===== src/rtl/dmem_responder.sv =====
`default_nettype none
// dmem_responder: single-port data RAM behind a req/ready handshake with WAIT fixed wait states.
// Optional macro DMEM_MISALIGN_TRAP_EN: misaligned accesses raise err and do not touch the RAM.
module dmem_responder #(
   parameter int DEPTH = 64,
   parameter int WAIT  = 2
) (
   input  logic        clk,
   input  logic        reset,
   input  logic        req,
   input  logic        we,
   input  logic [31:0] addr,
   input  logic [31:0] wdata,
   output logic [31:0] rdata,
   output logic        ready,
   output logic        busy,
   output logic        err
);
   localparam int AW = $clog2(DEPTH);

   typedef enum logic [1:0] {
      S_IDLE = 2'd0,
      S_WAIT = 2'd1,
      S_DONE = 2'd2
   } state_t;

   state_t          state;
   state_t          state_nx;
   logic [3:0]      cnt;
   logic [3:0]      cnt_nx;

   logic            lat_we;
   logic [AW-1:0]   lat_idx;
   logic [31:0]     lat_wdata;

   logic            acc_we;
   logic [AW-1:0]   acc_idx;
   logic [31:0]     acc_wdata;
   logic            acc_mis;
   logic            enter_done;
   logic            err_q;

   logic [31:0]     mem [DEPTH];
   logic            unused_addr;

`ifdef DMEM_MISALIGN_TRAP_EN
   logic [1:0]      lat_off;
   logic [1:0]      acc_off;
`endif

   always_ff @(posedge clk or posedge reset) begin
      if (reset) begin
         state <= S_IDLE;
         cnt   <= 4'd0;
      end else begin
         state <= state_nx;
         cnt   <= cnt_nx;
      end
   end

   always_comb begin
      state_nx = state;
      cnt_nx   = cnt;
      case (state)
         S_IDLE: begin
            if (req) begin
               if (WAIT == 0) begin
                  state_nx = S_DONE;
               end else begin
                  state_nx = S_WAIT;
                  cnt_nx   = 4'(WAIT);
               end
            end
         end
         S_WAIT: begin
            if (cnt == 4'd1) state_nx = S_DONE;
            else             cnt_nx   = cnt - 4'd1;
         end
         S_DONE:  state_nx = S_IDLE;
         default: state_nx = S_IDLE;
      endcase
   end

   assign enter_done = (state_nx == S_DONE) && (state != S_DONE);

   always_ff @(posedge clk or posedge reset) begin
      if (reset) begin
         lat_we    <= 1'b0;
         lat_idx   <= '0;
         lat_wdata <= 32'd0;
`ifdef DMEM_MISALIGN_TRAP_EN
         lat_off   <= 2'd0;
`endif
      end else if (state == S_IDLE && req) begin
         lat_we    <= we;
         lat_idx   <= addr[AW+1:2];
         lat_wdata <= wdata;
`ifdef DMEM_MISALIGN_TRAP_EN
         lat_off   <= addr[1:0];
`endif
      end
   end

   // With WAIT = 0 the DONE-entry edge is the accepting edge, so the live inputs must be used.
   assign acc_we    = (state == S_IDLE) ? we            : lat_we;
   assign acc_idx   = (state == S_IDLE) ? addr[AW+1:2]  : lat_idx;
   assign acc_wdata = (state == S_IDLE) ? wdata         : lat_wdata;

`ifdef DMEM_MISALIGN_TRAP_EN
   assign acc_off = (state == S_IDLE) ? addr[1:0] : lat_off;
   assign acc_mis = |acc_off;
`else
   assign acc_mis = 1'b0;
`endif

   always_ff @(posedge clk or posedge reset) begin
      if (reset) begin
         rdata <= 32'd0;
         err_q <= 1'b0;
      end else if (enter_done) begin
         err_q <= acc_mis;
         if (acc_we || acc_mis) rdata <= 32'd0;
         else                   rdata <= mem[acc_idx];
      end
   end

   // RAM is never cleared; a reset abandons any write not yet committed.
   always_ff @(posedge clk) begin
      if (!reset && enter_done && acc_we && !acc_mis) begin
         mem[acc_idx] <= acc_wdata;
      end
   end

   assign ready = (state == S_DONE);
   assign busy  = (state != S_IDLE);
   assign err   = err_q && (state == S_DONE);

   assign unused_addr = ^{addr[31:AW+2], addr[1:0]};

endmodule
`default_nettype wire

===== config.mk =====
export PLATFORM = sky130hd
export DESIGN_NAME = dmem_responder
export DESIGN_NICKNAME = d
export VERILOG_FILES = /design/src/rtl/dmem_responder.sv
export SDC_FILE = /design/constraint.sdc
export NUM_CORES = 2
export LEC_CHECK = 0
export ABC_AREA = 0
export CAP_MARGIN = 20
export CELL_PAD_IN_SITES_DETAIL_PLACEMENT = 0
export CELL_PAD_IN_SITES_GLOBAL_PLACEMENT = 1
export CORE_ASPECT_RATIO = 1.1
export CORE_MARGIN = 3
export CORE_UTILIZATION = 44
export CTS_BUF_LIST = sky130_fd_sc_hd__clkbuf_4
export CTS_CLUSTER_SIZE = 8
export DETAILED_ROUTE_END_ITERATION = 8
export GPL_ROUTABILITY_DRIVEN = 0
export PLACE_DENSITY = 0.72
export SYNTH_ARGS = -nofsm -noshare
export SYNTH_HDL_FRONTEND = slang
export SYNTH_SLANG_ARGS = --single-unit

===== constraint.sdc =====
create_clock -name clk -period 4.2 [get_ports clk]
set_clock_uncertainty 0.2 [all_clocks]
set_input_delay 0.84 -clock clk [delete_from_list [all_inputs] [get_ports clk]]
set_output_delay 0.84 -clock clk [all_outputs]
set_load 0.03 [all_outputs]

-- Word-level counts from Yosys, hierarchy flattened
Memories as Yosys holds them, arrays and structs flattened.
Cells that the tools add are included.
- reduce and logical (&&, ||, !) cells: 9
- add/subtract/negate cells: 1
- equality and inequality tests: 7
- multiplexer cells: 12
- operators with widths (kind ; count):
    two-way mux 32 bit ; 2
    two-way mux 4 bit ; 2
    one-hot mux 4 bit (2 select lines) ; 1
    two-way mux 6 bit ; 1
    inequality test 2 bit (second input constant) ; 3
    == test 2 bit (second input constant) ; 2
    == test 4 x 1 -> 1 bit (second input constant) ; 1
    logical AND 1 bit ; 4
    two-way mux 2 bit ; 2
    one-hot mux 2 bit (2 select lines) ; 1
    nonzero test 2 bit ; 2
    subtractor 4 x 1 -> 4 bit (second input constant) ; 1
    two-way mux 1 bit ; 3
    AND reduction 3 bit ; 1
    == test 2 x 1 -> 1 bit (second input constant) ; 1
    zero test 2 bit ; 1
    zero test 1 bit ; 1
- RAM bits: 2048
- memories kept: 1
- bits in registers: 77
- logic and storage cells: 36
- memory list (name ; words ; bits a word ; rd ports ; clocked after memory_dff ; wr ports ; line ; text):
    mem ; 64 ; 32 ; 1 ; 0 ; 1 ; 43 ; logic [31:0] mem [DEPTH];

-- Logic depth before layout (Yosys ltp)
- depth in word-level cells: 9
- gate-level depth with buffers: 13
- mapped depth without buffers: 8

-- Worst setup path before layout
No wires, ideal clock.
- path type: input port to flip-flop
- start: input port addr[2]
- end: memory mem[10][0] (enable)
- cell stages on the path: 6
- data arrival time: 3671 ps
- slack: -92 ps
- path through: clkbuf_1 or4b_2 clkbuf_1 o22ai_1 nand2_1 nor2_1
- word-level cells in the longest chain between the ends: 1
- ends and longest elaborated chain (what ; line ; text):
    start, declared ; 12 ; input logic [31:0] addr,
    two-way mux 6 bit ; 106 ; assign acc_idx = (state == S_IDLE) ? addr[AW+1:2] : lat_idx;
    end, declared ; 43 ;
Every way passes these cells.

-- Final worst setup path
- start: register state[1]
- end: register rdata[24]
- word-level cells in the longest chain between the ends: 4
- ends and longest elaborated chain (what ; line ; text):
    start, declared ; 27 ; state_t state;
    start signal, assigned ; 56 ; state <= state_nx;
    zero test 2 bit (tied with other cells) ; 64, 105, 106 ;
    two-way mux 6 bit or one-hot mux 2 bit (2 select lines) (tied branches) ; 106, 64 ;
    memory (64 x 32 bit) or == test 2 bit (tied branches) ; n/a ;
    two-way mux 32 bit or logical AND 1 bit (tied branches) ; 122, 84 ;
    end signal, assigned ; 123 ; else rdata <= mem[acc_idx];
    end, declared ; 14 ; output logic [31:0] rdata,
Several ways; a longest one is shown, not always the timed one.
A chain may end at the register's enable or synchronous reset.

==> impl_results.md <==
- Status: finished, final reports clean
- Port Buffers: 75
- Worst endpoint required time: 5.34 ns
- Final hold violations: 0
- CTS tree: built
- Crit path kind: flip-flop to flip-flop
- Hold Crit Class: input port to flip-flop
- Static leakage: 32.70 nW
- Number of synthesized register bits: 2125
- Crit path depth: 12
- Yosys warns: 0
- Relative slew slack: 0.2901
- DRC: 0
- Vias per cell: 6.549
- CORE AREA: 179500 sq um
- Fin crit share: 0.9673
- H-tree depth: 5
- Worst skew pair latency: 1.49 ns
- Root Buffer Master: clkbuf_4
- Startpoint types: flip-flop
- Clock group share of total power: 0.238
- Critical-path cell list: buf_4 -> o21ba_2 -> a22oi_4 -> buf_4 -> buf_4 -> o22ai_1 -> nor4_1 -> buf_4 -> o21ai_0 -> nor4_1 -> buf_4 -> a32o_1
- Switching Share: 0.3703
- Synthesized Nets: 5055
- Fraction of layout cells with a size suffix above 1: 0.2581
- Row cnt: 163
- Final core utilization: 0.5403
- Tmin final: 4.063 ns
- Worst slack at placement: -0.3840 ns
- Post-synthesis cell type count: 80
- DRT Wirelength: 315000 um
- Most common flop cell mapped by yosys: edfxtp_1
- Maximum vdd drop: 0.5422 mV
- PD cells: 716.9 nW/um^2
- Total GRT Usage: 0.3338
- Post-synth EDFFs: 2048
- Cell Int Power: 43.78 mW
- Synth top area cells: edfxtp_1 (77%), o22ai_1 (5.5%), dfrtp_1 (2.4%), a21oi_1 (1.8%), nand2_1 (1.7%)
- Final setup fails: 0
- CP dominant cell by count: buf_4
- Worst setup EP type: flip-flop
- Synthesized cell area: 79540 sq um
- Largest net degree at the start of global routing: 65
- Seq/Total Area, Yosys: 0.7974
- Vias in the first global route: 54250
- Setup slack after layout: 0.1371 ns
- Switch Pwr: 25.74 mW
- DR vias: 57230
- CP max stage delay: 0.66 ns
- Routed wire per std cell: 36.04 um
- Clk pin slew, worst setup/hold paths: 0.07 ns
- CP Max Fanout: 20
- WP data arrival: 5.20 ns
- Top cell type by total area after synthesis: edfxtp_1
- Max-cap violations: 0
- Worst path top cell family by delay: buffers and inverters
- CP bufs+invs: 5
- Syn Inst Count: 4985
- Max Clk Rate: 0.2461 GHz
- Dpl hpwl: 190300 um
- Clock sink count: 2125
- Iteration-0 DRC count of the detailed router: 9251
- Setup tns final: 0 ns
- Most common cell in the netlist: edfxtp_1
- Slowest stage cell on the critical path: nor4_1
- Routed Antenna Nets: 0
- Comb power frac: 0.356
- First-pass GRT wire length: 427600 um
- Hold WS: 0.2778 ns
- Die Height: 451.9 um
- Post-synth ARST share: 0.03624
- Top-Level Pins: 103
- Longest Clk Path Bufs: 4
- Layout area overhead: 21.93%
- Slew Viols, Final: 0
- Worst Tran Pin Value: 1.063 ns
- Most instantiated cells after synthesis: edfxtp_1 (2048), o22ai_1 (698), nand2_1 (366)
- Starting Density: 0.4432
- FF-to-FF path depth: 12
- Yosys top cell area share: 0.7732
- Die Wd: 411.4 um
- Sequential fraction of design power: 0.406
- CTS buffer count: 496
- Global route total overflow: 0
- RSZ-0062 raised after global routing: false
- Full die area: 185900 sq um
- Synthesized area per cell: 15.96 sq um
- Layout Nets: 5999
- Worst Hold Depth: 5
- First-pass DRT Iterations: 5
- Initial antenna violation count: 17
==> power by group through the flow <==
stage | sequential (mW) | clock, mW | combinational, mW
CTS | 28.3 | 16.6 | 23.7
floorplan | 29.0 | 0 | 10.3
global placement | 28.7 | 0 | 23.2
detailed placement | 28.7 | 0 | 23.5
finish | 28.2 | 16.5 | 24.8
global route | 28.2 | 17.7 | 25.3
==> per-layer routing <==
layer	GRT usage	vias to the layer above	wire, um
met2	0.4993	5295	139100
met1	0.4274	28340	105700
met5	0.004375	-	212
li1	-	22420	-
met4	0.2043	22	23460
met3	0.1023	1155	46520
==> cells by family after synthesis <==
kind of cell | synth area share
adder cells (fa/ha/maj) | 0.0003146
AND/OR/NAND/NOR | 0.06432
multiplexers | 0.008935
buffers and inverters | 0.01907
other | 0.00004715
XOR/XNOR | 0.0002203
flip-flops | 0.7974
AO/OA/AOI/OAI | 0.1096
==> final cells by class <==
cell class              instances  area, sq um
well taps                    2392         2993
flip-flops and latches       2125        63430
clock inverters               144        700.7
fillers                     14420        82500
repair buffers                767         8782
clock buffers                 752         5645
diodes                         20        50.05
inverters                      11        46.29
multi-input cells            2528        15330
==> placed cells by master, fill, tap and decap left out, drive strengths merged, types with 27 or more instances in the layout <==
cell,netlist,layout
o22ai,698,698
nor3,82,82
clkbuf,137,752
nand2,369,369
nand3,27,27
clkinv,0,133
o21ai,35,35
a211oi,35,35
a21oi,291,291
clkdlybuf4s50,0,74
buf,184,654
edfxtp,2048,2048
and3,65,65
o31ai,27,27
a31oi,57,57
o41ai,35,35
a32o,36,36
dlygate4sd3,0,38
dfrtp,77,77
nor2,351,351
mux2,40,40
nor4,116,116
==> repair_timing <==
action                     CTS  global route
buffers inserted             1             0
hold endpoints to repair    69             0
setup endpoints to repair    1             1
resized for setup            6             1
hold buffers                38             0
pin swaps                    1             0
==> registers in the layout (all words and copies together) (netlist names) <==
register	count
lat_we	1
mem	2048
lat_wdata	32
lat_idx	6
state	2
rdata	32
cnt	4
==> final timing paths <==
path,from,endpoint,slack (ns)
worst max-delay path,state[1],rdata[24],0.14
worst min-delay path,addr[4],lat_idx[2],0.28
worst max register to register,state[1],rdata[24],0.14
worst min register to register,lat_wdata[0],lat_wdata[0],0.31
max in group asynchronous,reset,rdata[3],2.18
min in group asynchronous,reset,rdata[8],0.64
==> worst reg2reg max path: stages (launching register included) <==
cell	delay [ns]
dfrtp_1	0.45
buf_4	0.21
o21ba_2	0.43
a22oi_4	0.36
buf_4	0.23
buf_4	0.36
o22ai_1	0.14
nor4_1	0.29
buf_4	0.16
o21ai_0	0.06
nor4_1	0.66
buf_4	0.22
a32o_1	0.14
==> stage by stage <==
step	std cells	area (sq um)	power [mW]
after detailed placement	7779	90080	52.25
after global placement	7779	90080	51.92
after floorplan	4985	79540	39.29
after global routing	8730	96950	71.23
after CTS	8714	96820	68.56
final	8739	96980	69.52
Power figures use the tool's default switching activity.
